--- src/rtl/hy_riscv_pkg.sv ---
// hy_riscv_pkg: shared definitions for the hy_riscv load/store path.
//   - RV32I load/store funct3 encodings (F3_*)
//   - lsu_state_t: LSU sequencer states
//   - is_legal_f3(): funct3 legality for a load (we=0) or store (we=1)
package hy_riscv_pkg;

    localparam logic [2:0] F3_B  = 3'd0;
    localparam logic [2:0] F3_H  = 3'd1;
    localparam logic [2:0] F3_W  = 3'd2;
    localparam logic [2:0] F3_BU = 3'd4;
    localparam logic [2:0] F3_HU = 3'd5;

    // Explicit encodings keep the state values identical to the legacy constants.
    typedef enum logic [2:0] {
        IDLE = 3'd0,
        RD   = 3'd1,
        DATA = 3'd2,
        WR   = 3'd3,
        RESP = 3'd4
    } lsu_state_t;

    function automatic logic is_legal_f3(input logic we, input logic [2:0] f3);
        if (we)
            return (f3 == F3_B) || (f3 == F3_H) || (f3 == F3_W);
        return (f3 == F3_B) || (f3 == F3_H) || (f3 == F3_W) ||
               (f3 == F3_BU) || (f3 == F3_HU);
    endfunction

endpackage

--- src/rtl/hy_riscv_lsu_align.sv ---
// hy_riscv_lsu_align: combinational lane handling for the LSU.
//   funct3       in  3   access size / signedness
//   addr_lo      in  2   byte offset within the word
//   word         in  32  word read from SRAM
//   wdata        in  32  store data (B/H use low 8/16 bits)
//   load_ext     out 32  selected lane, sign/zero-extended
//   store_merged out 32  word with the store lane replaced (full wdata for W)
module hy_riscv_lsu_align
    import hy_riscv_pkg::*;
(
    input  logic [2:0]  funct3,
    input  logic [1:0]  addr_lo,
    input  logic [31:0] word,
    input  logic [31:0] wdata,
    output logic [31:0] load_ext,
    output logic [31:0] store_merged
);

    logic [4:0]  shamt;
    logic [31:0] shifted;
    logic [7:0]  byte_lane;
    logic [15:0] half_lane;

    always_comb begin
        shamt     = {addr_lo, 3'b000};
        shifted   = word >> shamt;
        byte_lane = shifted[7:0];
        half_lane = shifted[15:0];

        case (funct3)
            F3_B:    load_ext = {{24{byte_lane[7]}}, byte_lane};
            F3_H:    load_ext = {{16{half_lane[15]}}, half_lane};
            F3_BU:   load_ext = {24'h0, byte_lane};
            F3_HU:   load_ext = {16'h0, half_lane};
            default: load_ext = word;
        endcase

        // Halfword stores are aligned, so the same shift serves both sizes.
        case (funct3)
            F3_B:    store_merged = (word & ~(32'h0000_00FF << shamt)) |
                                    ({24'h0, wdata[7:0]} << shamt);
            F3_H:    store_merged = (word & ~(32'h0000_FFFF << shamt)) |
                                    ({16'h0, wdata[15:0]} << shamt);
            default: store_merged = wdata;
        endcase
    end

endmodule

--- src/rtl/hy_riscv_lsu.sv ---
// hy_riscv_lsu: RV32I load/store unit in front of hy_riscv_sram_set
// (1-cycle registered read, word-wide, no byte enables).
//   clk, reset   clock; asynchronous active-high reset
//   req_*        request handshake (ready only in IDLE), store flag, funct3,
//                byte address, store data
//   resp_*       one-cycle completion pulse, extended load data, error flag
//   mem_*        SRAM side: is_memory_out (1=read, 0=write), word index,
//                write value, read value
// Sub-word stores are performed as read-modify-write (RD, DATA, WR).
module hy_riscv_lsu
    import hy_riscv_pkg::*;
#(
    parameter int unsigned DEPTH = 1024,
    parameter int unsigned IDX_W = 10
) (
    input  logic        clk,
    input  logic        reset,
    input  logic        req_valid,
    output logic        req_ready,
    input  logic        req_we,
    input  logic [2:0]  req_funct3,
    input  logic [31:0] req_addr,
    input  logic [31:0] req_wdata,
    output logic        resp_valid,
    output logic [31:0] resp_rdata,
    output logic        resp_err,
    output logic        mem_is_out,
    output logic [31:0] mem_index,
    output logic [31:0] mem_wdata,
    input  logic [31:0] mem_rdata
);

    lsu_state_t  state;
    logic        we_q;
    logic [2:0]  f3_q;
    logic [31:0] addr_q;
    logic [31:0] wdata_q;

    logic        bad_f3;
    logic        misaligned;
    logic        out_of_range;
    logic        req_err;
    logic [31:0] load_ext;
    logic [31:0] store_merged;

    always_comb begin
        bad_f3       = !is_legal_f3(req_we, req_funct3);
        misaligned   = ((req_funct3[1:0] == 2'b01) && req_addr[0]) ||
                       ((req_funct3[1:0] == 2'b10) && (req_addr[1:0] != 2'b00));
        out_of_range = (|req_addr[31:IDX_W+2]) ||
                       ({{(32-IDX_W){1'b0}}, req_addr[IDX_W+1:2]} >= DEPTH);
        req_err      = bad_f3 || misaligned || out_of_range;
    end

    hy_riscv_lsu_align u_align (
        .funct3       (f3_q),
        .addr_lo      (addr_q[1:0]),
        .word         (mem_rdata),
        .wdata        (wdata_q),
        .load_ext     (load_ext),
        .store_merged (store_merged)
    );

    // wdata_q doubles as the SRAM write register: it holds req_wdata for SW and
    // is overwritten with the merged word in DATA for SB/SH.
    always_ff @(posedge clk or posedge reset) begin
        if (reset) begin
            state      <= IDLE;
            we_q       <= 1'b0;
            f3_q       <= '0;
            addr_q     <= '0;
            wdata_q    <= '0;
            resp_rdata <= '0;
            resp_err   <= 1'b0;
        end else begin
            case (state)
                IDLE: begin
                    if (req_valid) begin
                        we_q    <= req_we;
                        f3_q    <= req_funct3;
                        addr_q  <= req_addr;
                        wdata_q <= req_wdata;
                        if (req_err) begin
                            resp_rdata <= '0;
                            resp_err   <= 1'b1;
                            state      <= RESP;
                        end else if (req_we && (req_funct3 == F3_W)) begin
                            state <= WR;
                        end else begin
                            state <= RD;
                        end
                    end
                end
                RD: state <= DATA;
                DATA: begin
                    if (we_q) begin
                        wdata_q <= store_merged;
                        state   <= WR;
                    end else begin
                        resp_rdata <= load_ext;
                        resp_err   <= 1'b0;
                        state      <= RESP;
                    end
                end
                WR: begin
                    resp_rdata <= '0;
                    resp_err   <= 1'b0;
                    state      <= RESP;
                end
                RESP: state <= IDLE;
                default: state <= IDLE;
            endcase
        end
    end

    always_comb begin
        req_ready  = (state == IDLE);
        resp_valid = (state == RESP);
        mem_is_out = (state != WR);
        mem_index  = {2'b00, addr_q[31:2]};
        mem_wdata  = wdata_q;
    end

endmodule

--- config.mk ---
export PLATFORM = sky130hd
export DESIGN_NAME = hy_riscv_lsu
export DESIGN_NICKNAME = d
export VERILOG_FILES = /design/src/rtl/hy_riscv_pkg.sv /design/src/rtl/hy_riscv_lsu_align.sv /design/src/rtl/hy_riscv_lsu.sv
export SDC_FILE = /design/constraint.sdc
export NUM_CORES = 1
export LEC_CHECK = 0
export ABC_CLOCK_PERIOD_IN_PS = 5900
export CAP_MARGIN = 20
export CORE_MARGIN = 5
export CORE_UTILIZATION = 50
export CTS_BUF_LIST = sky130_fd_sc_hd__clkbuf_16
export DETAILED_ROUTE_END_ITERATION = 12
export GPL_TIMING_DRIVEN = 0
export PLACE_DENSITY_LB_ADDON = 0.08
export SLEW_MARGIN = 20
export SYNTH_ARGS = -nofsm -noshare
export SYNTH_HDL_FRONTEND = slang
export SYNTH_SLANG_ARGS = --single-unit
--- constraint.sdc ---
create_clock -name clk -period 5.9 [get_ports clk]
set_clock_uncertainty 0.2 [all_clocks]
set_input_delay 1.475 -clock clk [delete_from_list [all_inputs] [get_ports clk]]
set_output_delay 1.475 -clock clk [all_outputs]
set_load 0.02 [all_outputs]
== Yosys cells after proc, flatten, opt, wreduce, memory -nomap -nowiden ==
Cells that the tools add are included.

* Mux-type cells: 21
* Equality and inequality tests: 19
* Reductions and logical operators: 21
* Bitwise operators: 6
* Shift operators: 5

{| class="wikitable"
|+ Operators with widths
! operator !! count
|-
| $mux W32 || 5
|-
| $pmux W32 S2 || 2
|-
| $pmux W32 S4 || 1
|-
| $pmux W32 S3 || 1
|-
| $and A32 B32 Y32 || 2
|-
| $not A32 Y32 || 2
|-
| $or A32 B32 Y32 || 2
|-
| $shl A16 B5 Y32 || 1
|-
| $shl A16 B5 Y32 const A || 1
|-
| $shl A8 B5 Y32 || 1
|-
| $shl A8 B5 Y32 const A || 1
|-
| $shr A32 B5 Y16 || 1
|-
| $reduce_or A20 Y1 || 1
|-
| $eq A3 B3 Y1 const B || 5
|-
| $pmux W3 S4 || 1
|-
| $eq A3 B1 Y1 const B || 3
|-
| $eq A3 B2 Y1 const B || 3
|-
| $logic_not A3 Y1 || 3
|-
| $mux W3 || 3
|-
| $reduce_and A4 Y1 || 2
|-
| $logic_or A1 B1 Y1 || 7
|-
| $mux W1 || 6
|-
| $ne A2 B2 Y1 const B || 3
|-
| $reduce_bool A2 Y1 || 2
|-
| 11 further kinds || 13
|}

* Output and inout port bits: 100
* Register bits after elaboration: 104
* Word-level logic and storage cells: 79
* Bits of input ports: 103

== Longest topological paths before layout ==
* Depth in word-level cells: 12
* Gate-level depth with buffers: 9
* Mapped depth without buffers: 6

== Cells and area by module ==
From an unflattened synthesis, not the netlist that was laid out.

* Cell total of the unflattened synthesis: 694
* Area, all modules: 6668.9 µm²

{| class="wikitable"
|+ Modules (own cells, without submodules)
! module !! instances !! area each (µm²) !! cells each !! sequential area each (µm²)
|-
| hy_riscv_lsu || 1 || 4772.1 || 392 || 2602.5
|-
| hy_riscv_lsu_align || 1 || 1896.8 || 302 || 0.0
|}

== Worst setup path before layout ==
Ideal clock, no wire load.

* Kind: input port to flip-flop
* Start point: input port req_addr[17]
* End point: register resp_rdata[0]
* Path slack: 2.749 ns
* Required time: 5.575 ns
* Path buffers: 0
* Setup time: 0.125 ns
* Arrival: 2.826 ns
* Stages on the path: 5
* Cell sequence: nor4_1 -> nand4_1 -> o311ai_4 -> inv_4 -> mux2_4

* Longest elaborated chain between the ends: 4

{| class="wikitable"
|+ RTL lines
! item !! RTL line !! source
|-
| start: declaration || hy_riscv_lsu.sv:22 || <nowiki>input logic [31:0] req_addr,</nowiki>
|-
| $reduce_or A20 Y1 || hy_riscv_lsu.sv:50 || <nowiki>out_of_range = (|req_addr[31:IDX_W+2]) ||</nowiki>
|-
| $logic_or A1 B1 Y1 || hy_riscv_lsu.sv:52 || <nowiki>req_err = bad_f3 || misaligned || out_of_range;</nowiki>
|-
| $ne A2 B1 Y1 (no line) || - ||
|-
| $reduce_and A4 Y1 (no line) || - ||
|-
| end signal: assignment || hy_riscv_lsu.sv:100 || <nowiki>resp_rdata <= load_ext;</nowiki>
|-
| end: declaration || hy_riscv_lsu.sv:25 || <nowiki>output logic [31:0] resp_rdata,</nowiki>
|}

No other way between the ends.
A chain may end at the register's enable or synchronous reset.

== Final worst setup path ==
* Start point: register addr_q[1]
* End point: register wdata_q[16], in the netlist mem_wdata[16]

* Longest elaborated chain between the ends: 7
* Elaborated cells on any way between the ends: 13
* Classes of those cells: shift: 4; mux: 3; bitwise: 6

{| class="wikitable"
|+ RTL lines
! item !! RTL line !! source
|-
| start: declaration || hy_riscv_lsu.sv:36 || <nowiki>logic [31:0] addr_q;</nowiki>
|-
| start signal: assignment || hy_riscv_lsu.sv:81 || <nowiki>addr_q <= req_addr;</nowiki>
|-
| $shl A16 B5 Y32 or $shl A8 B5 Y32 (tied branches) || hy_riscv_lsu_align.sv:42, hy_riscv_lsu_align.sv:40 ||
|-
| $not A32 Y32, on equally long branches || hy_riscv_lsu_align.sv:42, hy_riscv_lsu_align.sv:40 ||
|-
| $and A32 B32 Y32, on equally long branches || hy_riscv_lsu_align.sv:42, hy_riscv_lsu_align.sv:40 ||
|-
| $or A32 B32 Y32, on equally long branches || hy_riscv_lsu_align.sv:42, hy_riscv_lsu_align.sv:40 ||
|-
| $pmux W32 S2 * || hy_riscv_lsu_align.sv:39 || <nowiki>case (funct3)</nowiki>
|-
| $mux W32 * || hy_riscv_lsu.sv:96 || <nowiki>if (we_q) begin</nowiki>
|-
| $pmux W32 S2 * || hy_riscv_lsu.sv:76 || <nowiki>case (state)</nowiki>
|-
| end signal: assignment || hy_riscv_lsu.sv:82 || <nowiki>wdata_q <= req_wdata;</nowiki>
|-
| end signal: assignment || hy_riscv_lsu.sv:97 || <nowiki>wdata_q <= store_merged;</nowiki>
|-
| end: declaration || hy_riscv_lsu.sv:37 || <nowiki>logic [31:0] wdata_q;</nowiki>
|}

Mark *: on every way between the ends. The rest lies on a longest branch, timed or not. The select of a mux whose other input is x is not followed.

==> impl_results.md <==
* Average size of a mapped cell at 10.23 um^2
* VDD IR max at 0.1754 mV
* Pre-antenna DRT Iters at 5
* Global-route wire length before repair at 33630 um
* Gr ovfl total at 0
* Global Route Usage Sum at 30.06%
* CTS tree: yes
* Startpoint types: register
* Starting Density at 50.37%
* CP Capture Type: register
* Total of max-cap violations at 0
* Crit Path Category: register to register
* 1st-iter DRT viols at 624
* Crit share post-route at 64.37%
* Synth top area cells: dfrtp_1 (44%), mux2_2 (7.4%), a221o_1 (5.4%)
* CTS HTree Levels at 3
* Largest net degree at the start of global routing at 73
* Primary FF master, synth: dfrtp_1
* IO buf count at 200
* Antenna cells at 0
* Overall Power at 2.227 mW
* Placeable Area at 0.01186 mm^2
* CP max FO at 10
* Util after Layout at 71.75%
* Sink Count at 104
* Io pins at 203
* Layout cell share with drive strength beyond 1 at 15.96%
* Width of the die at 119.3 um
* Vias in the first global route at 6051
* Worst path required time at 5950 ps
* Total setup buffers inserted after CTS at 0
* Max Fclk at 263.3 MHz
* Area leader, netlist: dfrtp_1
* Final RePlAce weighted congestion at 0.9102
* Hold crit path type: register to register
* Leak at 3.570 nW
* Setup Total Neg Slack at 0 ps
* Worst Tran Pin Value at 819.2 ps
* DRC viols at 0
* Fin cells at 949
* Via count at 5742
* Post-route cell area at 0.008511 mm^2
* Tmin final at 3798 ps
* Pre-CTS setup slack at 1793 ps
* Async SR Flop Fraction at 100.0%
* Most frequent cells in the layout: clkdlybuf4s50_1 (200), dfrtp_1 (104), o21ai_0 (57)
* Wirelength per Cell at 22.61 um
* Largest buffer count on any clock path at 2
* Area share of the largest cell type after synthesis at 43.56%
* Die ar. at 0.01423 mm^2
* Synth unique cells at 53
* Syn Std Cell Area at 0.005974 mm^2
* Resize count post-CTS at 0
* Setup violators final at 0
* Number of placement rows at 40
* Die Ht at 119.3 um
* Seq/Total Area, Yosys at 43.56%
* RSZ-0062 raised after global routing: no
* Max Transition Viols Final at 0
* DP Area at 0.008197 mm^2
* Initial antenna violation count at 0
* Yosys warns at 0
* Worst hold slack at 280.5 ps
* Post-Syn Instances at 584
* Final WL at 21450 um
* CTS buffer count at 9
* Final worst slack at 2102 ps
* # hold bufs at CTS at 0
* Max_slew headroom at 45.19%
* Status: completed
* CTS clk-pin slew, worst paths at 70 ps
* Layout Area Growth over Synthesis at 42.45%
* Clk Latency, worst-skew pair at 350 ps
* Commonest non-fill, non-tap cell in the layout: clkdlybuf4s50_1
* HPWL Detailed at 16300 um
* Vias/cell at 6.051
* Post-synth EDFFs at 0
* Critical path arrival at 3850 ps
* Root buffer cell: clkbuf_16
* Final Hold Fails at 0
* Cell count after placement at 933
* Post-route ant nets at 0
* Synthesized flop and latch total at 104
* Final Net Count at 904
* Power per Cell Area at 261.7 mW/mm^2
-- critical path, stage by stage (launching register included) --
cell and delay [ps]:
dfrtp_1 460, clkbuf_1 390, clkbuf_1 470, buf_1 540, inv_1 200, ha_1 330
mux2i_2 570, a221oi_1 250, o31ai_1 290
-- worst paths after layout --
kind / startpoint / end / cells after the start / slack [ps]
setup reg to reg: addr_q[1]$_DFFE_PP0P_ / mem_wdata[16]$_DFFE_PP0P_ / 8 / 2100
hold reg to reg: mem_wdata[19]$_DFFE_PP0P_ / mem_wdata[19]$_DFFE_PP0P_ / 2 / 280
max in group asynchronous: reset / resp_rdata[9]$_DFFE_PP0P_ / 3 / 3560
min in group asynchronous: reset / addr_q[5]$_DFFE_PP0P_ / 2 / 1280
setup / recovery: addr_q[1]$_DFFE_PP0P_ / mem_wdata[16]$_DFFE_PP0P_ / 8 / 2100
hold / removal: mem_wdata[19]$_DFFE_PP0P_ / mem_wdata[19]$_DFFE_PP0P_ / 2 / 280
-- state kept, by name, indices dropped and copies added, names as in the netlist --
name,cells
resp_rdata,32
mem_wdata,32
state,3
we_q,1
addr_q,32
resp_err,1
f3_q,3
-- cell families (layout without fill, tap and decap cells) --
family                     Yosys count  count (layout)  synth area share [%]
DFF                                104             104                 43.56
and+or+nand+nor                    116             116                 10.85
buffers and inverters               89             306                 8.272
adders and majority gates            4               4                0.8377
other                                1               2               0.06277
AOI/OAI and AO/OA                  203             203                 23.52
muxes                               67              67                 12.90
-- area by class of cell --
cell class | count | area (um^2)
well taps | 147 | 183.9
fillers | 871 | 3351
inverters | 11 | 48.80
multi-input cells | 392 | 2882
clock buffers | 9 | 225.2
plain buffers | 78 | 450.4
clock inverters | 7 | 88.84
flip-flops and latches | 104 | 2603
repair buffers | 201 | 2029
-- synthesized netlist by cell type, types with 2 or more instances --
cell type    n
and3_1      16
a221o_1     32
nor3b_1      9
mux2_2      39
nor4_1       6
a221oi_1     8
buf_1        3
a21o_1       9
o21ai_0     57
nand3b_1     7
nand2_1     25
buf_4       35
a22o_1       2
nor2_1      29
a21oi_1     42
buf_2       20
ha_1         4
mux2i_1     19
o2bb2ai_1   20
nand2b_1     2
inv_1       10
nor2b_1      3
mux2_4       7
o31ai_1      9
o21ai_1     11
nor3_1       5
clkbuf_1    19
dfrtp_1    104
or3b_1       2
o32ai_1      6
nand3_1      2
-- power by group --
| part | internal [mW] | total [mW] | switching [mW] |
|---|---|---|---|
| Combinational | 0.358 | 0.734 | 0.376 |
| Clock | 0.369 | 0.642 | 0.273 |
| Sequential | 0.784 | 0.850 | 0.0667 |
| Total | 1.51 | 2.23 | 0.716 |
-- metal layers --
layer	part of all wire [%]	vias to the layer above	wire length, um	GRT usage [%]
met3	8.4	55	1801	6.695
met1	41	2782	8811	39.75
li1	-	2584	-	-
met5	0	-	0	0
met4	3.5	0	743	12.67
met2	47	321	10100	47.76
Power figures use the tool's default switching activity.
